--- src/rtl/seq_rec_pkg.sv ---
// Shared constants and helpers for the parametrised serial sequence recognizer.
package seq_rec_pkg;

  localparam int PAT_LEN_MIN = 2;
  localparam int PAT_LEN_MAX = 16;

  // Values of the OVERLAP input.
  localparam logic OVERLAP_ON  = 1'b1;
  localparam logic OVERLAP_OFF = 1'b0;

  // Width of the fill counter, which has to hold the values 0..pat_len.
  function automatic int fill_width(input int pat_len);
    return $clog2(pat_len + 1);
  endfunction

endpackage

--- src/rtl/sat_counter.sv ---
// Saturating event counter with synchronous clear.
// CLR beats a same-edge INC. SAT is registered from the next-state count,
// so it rises together with COUNT reaching all-ones.
module sat_counter #(
  parameter int W = 8
) (
  input  logic         CLK,
  input  logic         RESET,
  input  logic         CLR,
  input  logic         INC,
  output logic [W-1:0] COUNT,
  output logic         SAT
);

  localparam logic [W-1:0] CNT_MAX = '1;

  logic [W-1:0] count_d;

  // Next count: clear first, otherwise increment unless already at the ceiling.
  always_comb begin
    count_d = COUNT;
    if (CLR) begin
      count_d = '0;
    end else if (INC && (COUNT != CNT_MAX)) begin
      count_d = COUNT + W'(1);
    end
  end

  // Count and saturation flag registers.
  always_ff @(posedge CLK) begin
    if (RESET) begin
      COUNT <= '0;
      SAT   <= 1'b0;
    end else begin
      COUNT <= count_d;
      SAT   <= (count_d == CNT_MAX);
    end
  end

endmodule

--- src/rtl/seq_rec_param.sv ---
// Serial sequence recognizer: shifts X into a history register on every
// enabled edge and compares the newest PAT_LEN bits against a loadable
// pattern under a per-bit care mask. Z is a registered one-cycle pulse per
// match; MATCH_CNT counts matches and saturates.
module seq_rec_param
  import seq_rec_pkg::*;
#(
  parameter int                 PAT_LEN  = 4,
  parameter int                 CNT_W    = 8,
  parameter logic [PAT_LEN-1:0] PAT_INIT = 4'b1101
) (
  input  logic               CLK,
  input  logic               RESET,
  input  logic               EN,
  input  logic               X,
  input  logic               LOAD,
  input  logic [PAT_LEN-1:0] PAT_IN,
  input  logic [PAT_LEN-1:0] MASK_IN,
  input  logic               OVERLAP,
  input  logic               CLR_CNT,
  output logic               Z,
  output logic [CNT_W-1:0]   MATCH_CNT,
  output logic               CNT_SAT
);

  localparam int             FW        = fill_width(PAT_LEN);
  localparam logic [FW-1:0]  FILL_FULL = FW'(PAT_LEN);

  if ((PAT_LEN < PAT_LEN_MIN) || (PAT_LEN > PAT_LEN_MAX)) begin : g_bad_pat_len
    $error("seq_rec_param: PAT_LEN=%0d is outside %0d..%0d", PAT_LEN, PAT_LEN_MIN, PAT_LEN_MAX);
  end

  // Pattern, mask and history; the newest received bit lives in hist[0],
  // so the first pattern bit lines up with PAT_IN's MSB.
  logic [PAT_LEN-1:0] pat, pat_d;
  logic [PAT_LEN-1:0] mask, mask_d;
  logic [PAT_LEN-1:0] hist, hist_d, hist_shift;
  logic [FW-1:0]      fill, fill_d, fill_inc;
  logic               match;

  // Next-state for pattern/history/fill and the match decision.
  // LOAD discards the same-cycle sample; a non-overlapping match empties
  // fill so the stale history bits cannot contribute to the next match.
  always_comb begin
    hist_shift = {hist[PAT_LEN-2:0], X};
    fill_inc   = (fill == FILL_FULL) ? FILL_FULL : fill + FW'(1);
    pat_d      = pat;
    mask_d     = mask;
    hist_d     = hist;
    fill_d     = fill;
    match      = 1'b0;
    if (LOAD) begin
      pat_d  = PAT_IN;
      mask_d = MASK_IN;
      fill_d = '0;
    end else if (EN) begin
      hist_d = hist_shift;
      fill_d = fill_inc;
      match  = (fill_inc == FILL_FULL) && (((hist_shift ^ pat) & mask) == '0);
      if (match && (OVERLAP == OVERLAP_OFF)) begin
        fill_d = '0;
      end
    end
  end

  // Pattern/history registers and the registered match pulse.
  always_ff @(posedge CLK) begin
    if (RESET) begin
      pat  <= PAT_INIT;
      mask <= '1;
      hist <= '0;
      fill <= '0;
      Z    <= 1'b0;
    end else begin
      pat  <= pat_d;
      mask <= mask_d;
      hist <= hist_d;
      fill <= fill_d;
      Z    <= match;
    end
  end

  sat_counter #(
    .W(CNT_W)
  ) u_match_cnt (
    .CLK  (CLK),
    .RESET(RESET),
    .CLR  (CLR_CNT),
    .INC  (match),
    .COUNT(MATCH_CNT),
    .SAT  (CNT_SAT)
  );

endmodule
--- config.mk ---
export PLATFORM = sky130hd
export DESIGN_NAME = seq_rec_param
export DESIGN_NICKNAME = d
export VERILOG_FILES = /design/src/rtl/seq_rec_pkg.sv /design/src/rtl/sat_counter.sv /design/src/rtl/seq_rec_param.sv
export SDC_FILE = /design/constraint.sdc
export NUM_CORES = 1
export LEC_CHECK = 0
export BUFFER_PORTS_ARGS = -buffer_cell sky130_fd_sc_hd__buf_2
export CAP_MARGIN = 25
export CORE_ASPECT_RATIO = 0.6
export CORE_MARGIN = 1
export CORE_UTILIZATION = 45
export DETAILED_ROUTE_END_ITERATION = 10
export PLACE_DENSITY = 0.8
export SLEW_MARGIN = 40
export SYNTH_ARGS = -nofsm -noshare
export SYNTH_HDL_FRONTEND = slang
export SYNTH_SLANG_ARGS = --single-unit
--- constraint.sdc ---
create_clock -name CLK -period 4.4 [get_ports CLK]
set_input_delay 0 -clock CLK [delete_from_list [all_inputs] [get_ports CLK]]
set_output_delay 0 -clock CLK [all_outputs]
set_load 0.01 [all_outputs]
; ---- After elaboration in Yosys (flattened, before gate mapping)
; Cells that the tools add are included.
[op_classes]
order_cmp = 0
n_reduce_logical = 6
multipliers = 0
shifts = 0
bitwise_logic = 4
div_mod_pow = 0
n_eq_ne = 4
addsub = 2
mux = 6
[op_table]
columns = op, n
row1 = two-way mux 8 bit, 2
row2 = "adder 8 x 1 -> 8 bit, second input constant", 1
row3 = "equality test 8 bit, second input constant", 1
row4 = "inequality test 8 bit, second input constant", 1
row5 = "equality test 3 bit, second input constant", 2
row6 = two-way mux 3 bit, 2
row7 = bitwise AND 4 bit, 1
row8 = logical NOT 4 bit, 1
row9 = bitwise XOR 4 bit, 1
row10 = "adder 3 x 1 -> 3 bit, second input constant", 1
row11 = logical AND 1 bit, 3
row12 = two-way mux 1 bit, 2
row13 = inverter 1 bit, 2
row14 = AND reduction 2 bit, 1
row15 = OR reduction 2 bit, 1
[totals]
reg_bits = 24
inputBits = 15
mem_count = 0
elab_cells = 29
latch_bits = 0
out_inout_bits = 10
romBits = 0
ram_bits = 0

; ---- Logic depth before layout (Yosys ltp)
; Gate-level depths: netlist of run 1.
[logic_depth]
word_depth = 10
mapped_depth = 9

; ---- Hierarchy
; A second synthesis of run 1 with hierarchy kept.
[hier_totals]
hier_cells = 126
hier_area_um2 = 1207.4
[by_module_without_submodules]
columns = module, cells_each, seq_area_each_um2, area_per_inst_um2, n_inst
row1 = seq_rec_param, 68, 300.3, 671.9, 1
row2 = sat_counter, 58, 180.2, 535.5, 1

; ---- Least setup slack after synthesis of run 1
; Ideal clock, no wire load.
[synth_timing]
path_type = register to register
from = register fill[0]
to = register u_match_cnt.SAT
path_stages_with_launch = 9
slack_ns = 2.564
setup_time_ns = 0.121
synth_period_minus_slack_ns = 1.836
n_path_buf = 1
t_arrival_ns = 1.715
required_time_ns = 4.279
path_cell_list = dfxtp_1 -> inv_1 -> ha_1 -> o31ai_2 -> nand4_1 -> buf_6 -> nor4b_2 -> nor3_2 -> nor4b_2
[synth_between]
elab_chain_cells = 10
word_cells_on_any_way = 11
classes_between = 1 x add/sub / 3 x eq/ne / 5 x mux / 2 x reduce/logical
[synth_rtl]
columns = item, line
row1 = start: declaration, seq_rec_param.sv:38  ; logic [FW-1:0] fill, fill_d, fill_inc;
row2 = start signal: assignment, seq_rec_param.sv:78  ; fill <= fill_d;
row3 = adder 3 x 1 -> 3 bit / equality test 3 bit (equally long branches), seq_rec_param.sv:46  ; fill_inc = (fill == FILL_FULL) ? FILL_FULL : fill + FW'(1);
row4 = two-way mux 3 bit *, seq_rec_param.sv:46
row5 = equality test 3 bit *, seq_rec_param.sv:59  ; match = (fill_inc == FILL_FULL) && (((hist_shift ^ pat) & mask) == '0);
row6 = logical AND 1 bit *, seq_rec_param.sv:59
row7 = two-way mux 1 bit *, seq_rec_param.sv:56  ; end else if (EN) begin
row8 = two-way mux 1 bit *, seq_rec_param.sv:52  ; if (LOAD) begin
row9 = logical AND 1 bit *, sat_counter.sv:24  ; end else if (INC && (COUNT != CNT_MAX)) begin
row10 = two-way mux 8 bit *, sat_counter.sv:24
row11 = two-way mux 8 bit *, sat_counter.sv:22  ; if (CLR) begin
row12 = equality test 8 bit *, sat_counter.sv:36  ; SAT <= (count_d == CNT_MAX);
row13 = end signal: assignment, sat_counter.sv:36
row14 = end: declaration, sat_counter.sv:12  ; output logic SAT
; Mark *: on every way between the ends. The rest lies on a longest branch, timed or not.
; A chain may end at the register's enable or synchronous reset.

; ---- Worst setup path in the final report of run 1
; Same ends and word-level chain as after synthesis.

==> results of run 1 <==
-- cells in the mapped netlist (3+ instances only) --
cell type and number:
ha_1 3, nor2b_1 7, nor3_1 4, nor3_2 3, a211o_1 7, dfxtp_1 24
mux2i_1 6, xor2_1 4, nor2_1 14, nand2_1 10, xnor2_1 7, inv_1 3
-- through the flow --
| stage | total power, mW | hold slack (ns) | setup slack, ns |
|---|---|---|---|
| final | 0.416 | 0.0131 | 1.90 |
| after global routing | 0.436 | 0.00659 | 1.72 |
| after global placement | 0.264 | 0.205 | 2.11 |
| after detailed placement | 0.266 | 0.214 | 1.91 |
| after CTS | 0.422 | 0.00590 | 1.90 |
| after floorplan | 0.255 | 0.0986 | 2.56 |
-- area by class of cell --
class                   count  area share
flip-flops and latches     24       0.322
multi-input cells          95       0.459
clock buffers               4      0.0369
inverters                   3     0.00754
well taps                  32      0.0268
repair buffers             34       0.148
-- worst max-delay path: stages, from the launching register on --
cell and delay (ns):
dfxtp_1 0.35, inv_1 0.10, ha_1 0.35, o31ai_2 0.24, nand4_1 0.59, o21a_1 0.40
nor3_2 0.19, nor4b_2 0.21
-- power groups by stage --
stage	logic [mW]	clock network, mW	registers [mW]
2_1_floorplan	0.0239	0	0.231
6_report	0.0406	0.148	0.227
3_5_place_dp	0.0340	0	0.232
4_1_cts	0.0409	0.154	0.227
5_1_grt	0.0458	0.162	0.228
3_3_place_gp	0.0327	0	0.232
-- cell families after synthesis --
| kind of cell | count (synthesis) | synth area share |
|---|---|---|
| buffers and inverters | 9 | 0.0362 |
| adder cells (fa/ha/maj) | 3 | 0.0310 |
| XOR/XNOR | 11 | 0.0796 |
| flip-flops | 24 | 0.397 |
| AO/OA/AOI/OAI | 18 | 0.115 |
| multiplexers | 7 | 0.0589 |
| AND/OR/NAND/NOR | 56 | 0.282 |
-- worst max-delay path by stage --
stage                 start               to  slack, ns  depth (start not counted)
floorplan           fill[0]  u_match_cnt.SAT       2.56                          8
global placement    fill[0]  u_match_cnt.SAT       2.11                          7
detailed placement  fill[0]  u_match_cnt.SAT       1.91                          7
CTS                 fill[0]  u_match_cnt.SAT       1.90                          7
global route        fill[0]  u_match_cnt.SAT       1.72                          7
finish              fill[0]  u_match_cnt.SAT       1.90                          7
-- registers in the layout, indices dropped and copies added, names as in the netlist --
register / cells
Z: 1
fill: 3
hist: 3
mask: 4
pat: 4
u_match_cnt.COUNT: 8
u_match_cnt.SAT: 1
-- metal layers --
metal	track usage	vias up	routed length, µm
met5	0	-	0
met4	0.0449	0	19
li1	-	510	-
met2	0.311	26	1090
met1	0.221	458	1130
met3	0.0625	3	116
==> qor.yml, run 1 <==
cp.required_ns: 4.59
grt-ovfl-total: 0
timing.rr.start: "fill[0]"
synthesis.area_um2: 1210
drt-total-wl_um: 2350
reg2reg_to: "u_match_cnt.SAT"
wl_per_cell_um: 12.2
syn_inst: 128
rr_worst_depth: 7
crit_path_end_kind: "flop"
synth_edf_count: 0
status: "complete, no violations"
cts_tree: "yes"
cts_sinks: 24
hold_path_class: "input port to flop"
finalHoldViolations: 0
clock_path_buffers: 2
dr.pass1.iters: 4
setup_viol: 0
fillCellCount: 233
start_util: 0.480
synth_top_area_frac: 0.397
worstHoldEndpoint: "u_match_cnt.SAT"
ant_nets: 0
worst_pin_slew_ns: 0.697
power.density_nw_per_um2: 279
cts_hold_buf: 10
cp-start-kind: "flop"
first_iter_violations: 29
power.share.clock: 0.357
relSlewSlack: 0.534
reg2reg_slack_ns: 1.90
drive_gt1_frac: 0.250
dp.cells: 178
cp.arrival_ns: 2.69
final_core_util: 0.592
synth_area_leader_cell: "dfxtp_1"
multi_input_area_um2: 686
drc: 0
cts-root-buf: "clkbuf_8"
syn-num-nets: 146
mostFrequentLayoutCells: "dfxtp_1, buf_2, nor2_1"
die-area_um2: 2910
ir_drop_uv: 205
synth.distinct_cells: 37
core_um2: 2520
synthTopCellsByArea: "dfxtp_1, a211o_1, xnor2_1, mux2i_1, nor2_1"
drv_cap: 0
synth_seq_cells: 24
p_comb_frac: 0.098
io_buffers: 24
min_period_ns: 2.50
cts_made_buffers: 3
worstSetupPathType: "flop to flop"
swShare: 0.217
p_leak_nw: 0.575
rsz0062_at_grt: "no"
min-delay-start: "CLR_CNT"
post_drt_via_cell_ratio: 5.19
grt_max_degree: 20
intPower_uw: 325
insertedDiodeCount: 0
fin_setup_tns_ns: 0
grt_usage: 0.184
path_clk_slew_ns: 0.08
slew_violations: 0
antenna_found_initial: 0
critPathMaxFanout: 11
vias: 997
post_cts_resized: 0
place_area_um2: 1340
hold_depth: 3
dp_hpwl_um: 1820
avgSynthCellArea_um2: 9.45
grt_pass1_vias: 969
fmax_mhz: 399
finalCritPeriodShare: 0.569
p_seq_frac: 0.546
die-width_um: 68.9
fin_area_um2: 1490
num_rows: 14
stdcell_count: 192
async_flop_share: 0
ys.flop_type: "dfxtp_1"
grt_first_pass_wirelength_um: 3960
area_growth_pct: 23.4
dieHeight_um: 42.2
nets: 179
clk_latency_ns: 0.27
power.net_switching_uw: 90.3
place_congestion: 0.822
regArea_um2: 480
synth.yosys.seq_area_share: 0.397
io_pins: 25
cts_setup_buffers: 0
ys.warnings.count: 0
clock_skew_ns: 0.00271
cts_max_level: 1
Note: power is estimated with default switching activity, not from simulation.
==> run 2: changes to the inputs <==
--- a/config.mk
+++ b/config.mk
@@ -11,7 +11,7 @@
 export CORE_MARGIN = 1
 export CORE_UTILIZATION = 45
 export DETAILED_ROUTE_END_ITERATION = 10
-export PLACE_DENSITY = 0.8
+export PLACE_DENSITY = 0.82
 export SLEW_MARGIN = 40
 export SYNTH_ARGS = -nofsm -noshare
 export SYNTH_HDL_FRONTEND = slang
==> constraint.sdc (replaced) <==
create_clock -name CLK -period 2.1 [get_ports CLK]
set_input_delay 0 -clock CLK [delete_from_list [all_inputs] [get_ports CLK]]
set_output_delay 0 -clock CLK [all_outputs]
set_load 0.01 [all_outputs]
==> qor.yml, run 2 (synthesis gave the netlist of run 1 again) <==
status: "complete, no violations"
ant_nets: 0  # unchanged
dp.cells: 184  # +3.4%
clock_skew_ns: 0.00540  # +0.00269 ns
critPathMaxFanout: 4  # -7
worstSetupPathType: "flop to flop"
setup_viol: 0  # unchanged
clk_latency_ns: 0.27  # about the same
grt_first_pass_wirelength_um: 4260  # +7.7%
finalHoldViolations: 0  # unchanged
dieHeight_um: 42.2  # unchanged
core_um2: 2520  # unchanged
ir_drop_uv: 402  # +96%
place_congestion: 0.831  # +1.2%
relSlewSlack: 0.643  # +0.109
insertedDiodeCount: 0  # unchanged
mostFrequentLayoutCells: "dfxtp_1, buf_2, nor2_1"
worst_pin_slew_ns: 0.533  # -0.164 ns
crit_path_end_kind: "flop"
drt-total-wl_um: 2800  # +19%
die-area_um2: 2910  # unchanged
start_util: 0.480  # unchanged
cts_max_level: 1  # unchanged
finalHoldWorstSlack_ns: 0.00177  # -0.0113 ns
wl_per_cell_um: 14.2  # +16%
dp_hpwl_um: 1980  # +8.6%
cts_sinks: 24  # unchanged
slew_violations: 0  # unchanged
cp-start-kind: "flop"
finalPower_uw: 881  # +110%
hold_path_class: "input port to flop"
cp.arrival_ns: 2.18  # -0.51 ns
finalCritPeriodShare: 0.961  # +0.392
area_growth_pct: 27.4
fin_setup_tns_ns: 0  # unchanged
largest_reg_flops: 8  # unchanged
grt_pass1_vias: 968  # -0.10%
grt-ovfl-total: 0  # unchanged
first_iter_violations: 40  # +38%
power.density_nw_per_um2: 571  # +110%
drv_cap: 0  # unchanged
cts-root-buf: "clkbuf_8"
top_register: "u_match_cnt.COUNT"
grt_max_degree: 19  # -5.0%
cts_tree: "yes"
place_area_um2: 1380  # +3.4%
nets: 184  # +2.8%
cts_made_buffers: 3  # unchanged
final_core_util: 0.611  # +0.0193
io_pins: 25  # unchanged
min_period_ns: 2.02  # -0.485 ns
fmax_mhz: 496  # +24%
clock_path_buffers: 2  # unchanged
io_buffers: 24  # unchanged
dp_slack_ns: 0.123  # -1.78 ns
setup_ws_ns: 0.0822  # -1.81 ns
dr.pass1.iters: 4  # unchanged
cp.required_ns: 2.27  # -2.32 ns
grt_usage: 0.206  # +0.0229
drc: 0  # unchanged
path_clk_slew_ns: 0.09  # about the same
vias: 1036  # +3.9%
fin_area_um2: 1540  # +3.3%
stdcell_count: 197  # +2.6%
top_regs: "u_match_cnt.COUNT: 8 flops, mask: 4 flops, pat: 4 flops"
post_drt_via_cell_ratio: 5.26  # +1.3%
antenna_found_initial: 0  # unchanged
drive_gt1_frac: 0.291  # +0.0409
die-width_um: 68.9  # unchanged
p_leak_nw: 0.602  # +4.7%
num_rows: 14  # unchanged
[run 2: cell type report]
cell class / count / area (µm²)
clock buffers: 4 / 55.1
fillers: 227 / 981
inverters: 3 / 11.3
multi-input cells: 95 / 698
flip-flops and latches: 24 / 480
well taps: 32 / 40.0
repair buffers: 39 / 256
[run 2: metal layers]
| layer | part of all wire | routed length, µm | vias up | track usage |
|---|---|---|---|---|
| met2 | 0.47 | 1320 | 29 | 0.320 |
| met5 | 0 | 0 | - | 0 |
| met1 | 0.46 | 1290 | 481 | 0.257 |
| met4 | 0.025 | 71 | 0 | 0.110 |
| li1 | - | - | 518 | - |
| met3 | 0.041 | 115 | 8 | 0.0571 |
[run 2: worst paths after layout]
kind         depth (start not counted)     from               to  slack (ns)
max                                  8  fill[0]  u_match_cnt.SAT        0.08
max reg2reg                          8  fill[0]  u_match_cnt.SAT        0.08
min reg2reg                          2  hist[2]          hist[2]        0.53
min                                  3        X          hist[0]       0.002
[run 2: repair_timing]
action / 4_1_cts / 5_1_grt
hold endpoints to repair: 8 / 0
endpoints found under the setup margin: 0 / 1
gates resized for setup: 0 / 2
buffers inserted: 0 / 1
hold buffers: 8 / 0
[run 2: report_power, final]
part	internal, mW	switching [mW]
clock	0.168	0.149
sequential	0.468	0.00774
combinational	0.0470	0.0415
[run 2: worst max-delay path, stage by stage, from the launching register on]
cell	delay (ns)
dfxtp_1	0.32
inv_1	0.17
ha_4	0.24
o31ai_2	0.20
nand4_1	0.24
buf_4	0.22
nor4b_2	0.30
nor3_2	0.07
nor4b_2	0.16
==> run 3: changes to the inputs <==
--- a/config.mk
+++ b/config.mk
@@ -8,10 +8,10 @@
 export BUFFER_PORTS_ARGS = -buffer_cell sky130_fd_sc_hd__buf_2
 export CAP_MARGIN = 25
 export CORE_ASPECT_RATIO = 0.6
-export CORE_MARGIN = 1
+export CORE_MARGIN = 5
 export CORE_UTILIZATION = 45
 export DETAILED_ROUTE_END_ITERATION = 10
-export PLACE_DENSITY = 0.82
+export PLACE_DENSITY = 0.67
 export SLEW_MARGIN = 40
 export SYNTH_ARGS = -nofsm -noshare
 export SYNTH_HDL_FRONTEND = slang
==> qor.yml, run 3 (synthesis gave the netlist of run 1 again) <==
status: "complete, no violations"
critical-path-max-stage-delay_ns: 0.35  # +0.03 ns
mostFrequentLayoutCells: "dfxtp_1, buf_2, nor2_1"
die-area_um2: 3860  # +33%
vias: 1004  # -3.1%
cts_sinks: 24  # unchanged
clock_path_buffers: 2  # unchanged
path_cells: "inv_1 -> ha_1 -> o31ai_2 -> nand4_1 -> buf_4 -> nor4b_2 -> nor3_2 -> nor4b_2"
hold_path_class: "input port to flop"
cts-root-buf: "clkbuf_8"
clk_latency_ns: 0.26  # about the same
dp_hpwl_um: 1960  # -0.93%
path_clk_slew_ns: 0.08  # about the same
cts_tree: "yes"
dieHeight_um: 50.2  # +19%
stdcell_count: 195  # -1.0%
die-width_um: 76.9  # +12%
cp_common_cell: "nor4b_2"
area_growth_pct: 25.4
ant_nets: 0  # unchanged
largest_reg_flops: 8  # unchanged
insertedDiodeCount: 0  # unchanged
post_drt_via_cell_ratio: 5.15  # -2.1%
slowest_stage: "ha_1"
grt_usage: 0.151  # -0.0552
ir_drop_uv: 370  # -8.0%
io_pins: 25  # unchanged
power.density_nw_per_um2: 570  # -0.26%
cp-start-kind: "flop"
grt_max_degree: 19  # unchanged
dr.pass1.iters: 4  # unchanged
multi_input_area_um2: 689  # -1.3%
power.net_switching_uw: 185  # -7.0%
cts_made_buffers: 3  # unchanged
dp.cells: 182  # -1.1%
io_buffers: 24  # unchanged
finalPower_uw: 865  # -1.8%
fillCellCount: 227  # unchanged
num_rows: 14  # unchanged
p_seq_frac: 0.550  # +0.010
regArea_um2: 480  # unchanged
drive_gt1_frac: 0.282  # -0.00870
worstSetupPathType: "flop to flop"
swShare: 0.213  # -0.0118
crit_path_end_kind: "flop"
clock_skew_ns: 0.00515  # -0.000247 ns
finalHoldViolations: 0  # unchanged
worst_pin_slew_ns: 0.319  # -0.214 ns
wl_per_cell_um: 13.5  # -5.1%
drc: 0  # unchanged
p_leak_nw: 0.593  # -1.4%
min_period_ns: 2.03  # +0.00858 ns
finalCritPeriodShare: 0.965  # +0.00409
antenna_found_initial: 0  # unchanged
top_register: "u_match_cnt.COUNT"
fin_area_um2: 1520  # -1.5%
place_congestion: 0.759  # -8.7%
grt_pass1_vias: 1025  # +5.9%
setup_viol: 0  # unchanged
intPower_uw: 680  # -0.30%
cp.arrival_ns: 2.18  # about the same
first_iter_violations: 44  # +10%
power.share.clock: 0.352  # -0.008
relSlewSlack: 0.787  # +0.143
critPathBufInv: 2  # unchanged
fmax_mhz: 493  # -0.42%
nets: 182  # -1.1%
drt-total-wl_um: 2630  # -6.1%
cp.required_ns: 2.26  # about the same
top_regs: "u_match_cnt.COUNT: 8 flops, mask: 4 flops, pat: 4 flops"
grt-ovfl-total: 0  # unchanged
slew_violations: 0  # unchanged
path_delay_family: "simple AND/OR/NAND/NOR gates"
start_util: 0.476  # -0.00331
grt_first_pass_wirelength_um: 4710  # +10%
critPathMaxFanout: 4  # unchanged
place_area_um2: 1370  # -1.1%
core_um2: 2540  # +0.69%
p_comb_frac: 0.098  # -0.002
drv_cap: 0  # unchanged
cts_max_level: 1  # unchanged
finalHoldWorstSlack_ns: 0.0109  # +0.00912 ns
-- run 3: cell types whose count changed in the layout (fill, tap and decap cells not counted) --
cell,delta
mux2i_2,+1
mux2i_1,-1
buf_4,-2
ha_4,-1
ha_1,+1
-- run 3: timing repair --
action	in CTS	in global routing
gates resized for setup	0	2
endpoints found under the setup margin	0	2
hold buffers	8	0
buffers inserted	0	1
endpoints found under the hold margin	8	0
-- run 3: worst min-delay path, delay by kind of cell --
family,cells,cell delay (ns)
and+or+nand+nor,1,0.08
muxes,1,0.06
buffers and inverters,1,0.10
-- run 3: worst paths after layout --
| path | start | to | slack, ns | depth (start not counted) |
|---|---|---|---|---|
| setup / recovery | fill[0] | u_match_cnt.SAT | 0.07 | 8 |
| hold / removal | X | hist[0] | 0.01 | 3 |
| setup reg to reg | fill[0] | u_match_cnt.SAT | 0.07 | 8 |
| hold reg to reg | u_match_cnt.COUNT[1] | u_match_cnt.COUNT[1] | 0.52 | 2 |
-- run 3: area by class of cell --
type	count	area share
sequential	24	0.317
timing repair buffer	37	0.159
inverter	3	0.00742
tap	32	0.0264
clock buffer	4	0.0363
multi-input combinational	95	0.454
-- run 3: layer usage --
metal  up-vias  routed length [µm]  track usage
met1       456                1260        0.191
met2        28                1160        0.235
met5         -                   0            0
met3         4                 183       0.0643
met4         0                  21       0.0494
li1        516                   -            -
-- run 3: through the flow --
| stage | setup TNS (ns) | utilization | setup slack [ns] |
|---|---|---|---|
| 2_1_floorplan | 0 | - | 0.264 |
| 3_3_place_gp | 0 | 0.538 | 0.146 |
| 3_5_place_dp | 0 | 0.538 | 0.116 |
| 4_1_cts | 0 | 0.592 | 0.0815 |
| 5_1_grt | -0.0132 | 0.598 | -0.0132 |
| 6_report | 0 | 0.598 | 0.0736 |
-- run 3: power by group through the flow --
stage / Combinational (mW) / Sequential, mW / Clock, mW
global placement: 0.0702 / 0.486 / 0
detailed placement: 0.0732 / 0.487 / 0
CTS: 0.0848 / 0.476 / 0.324
floorplan: 0.0500 / 0.484 / 0
global route: 0.0945 / 0.478 / 0.344
finish: 0.0847 / 0.476 / 0.305
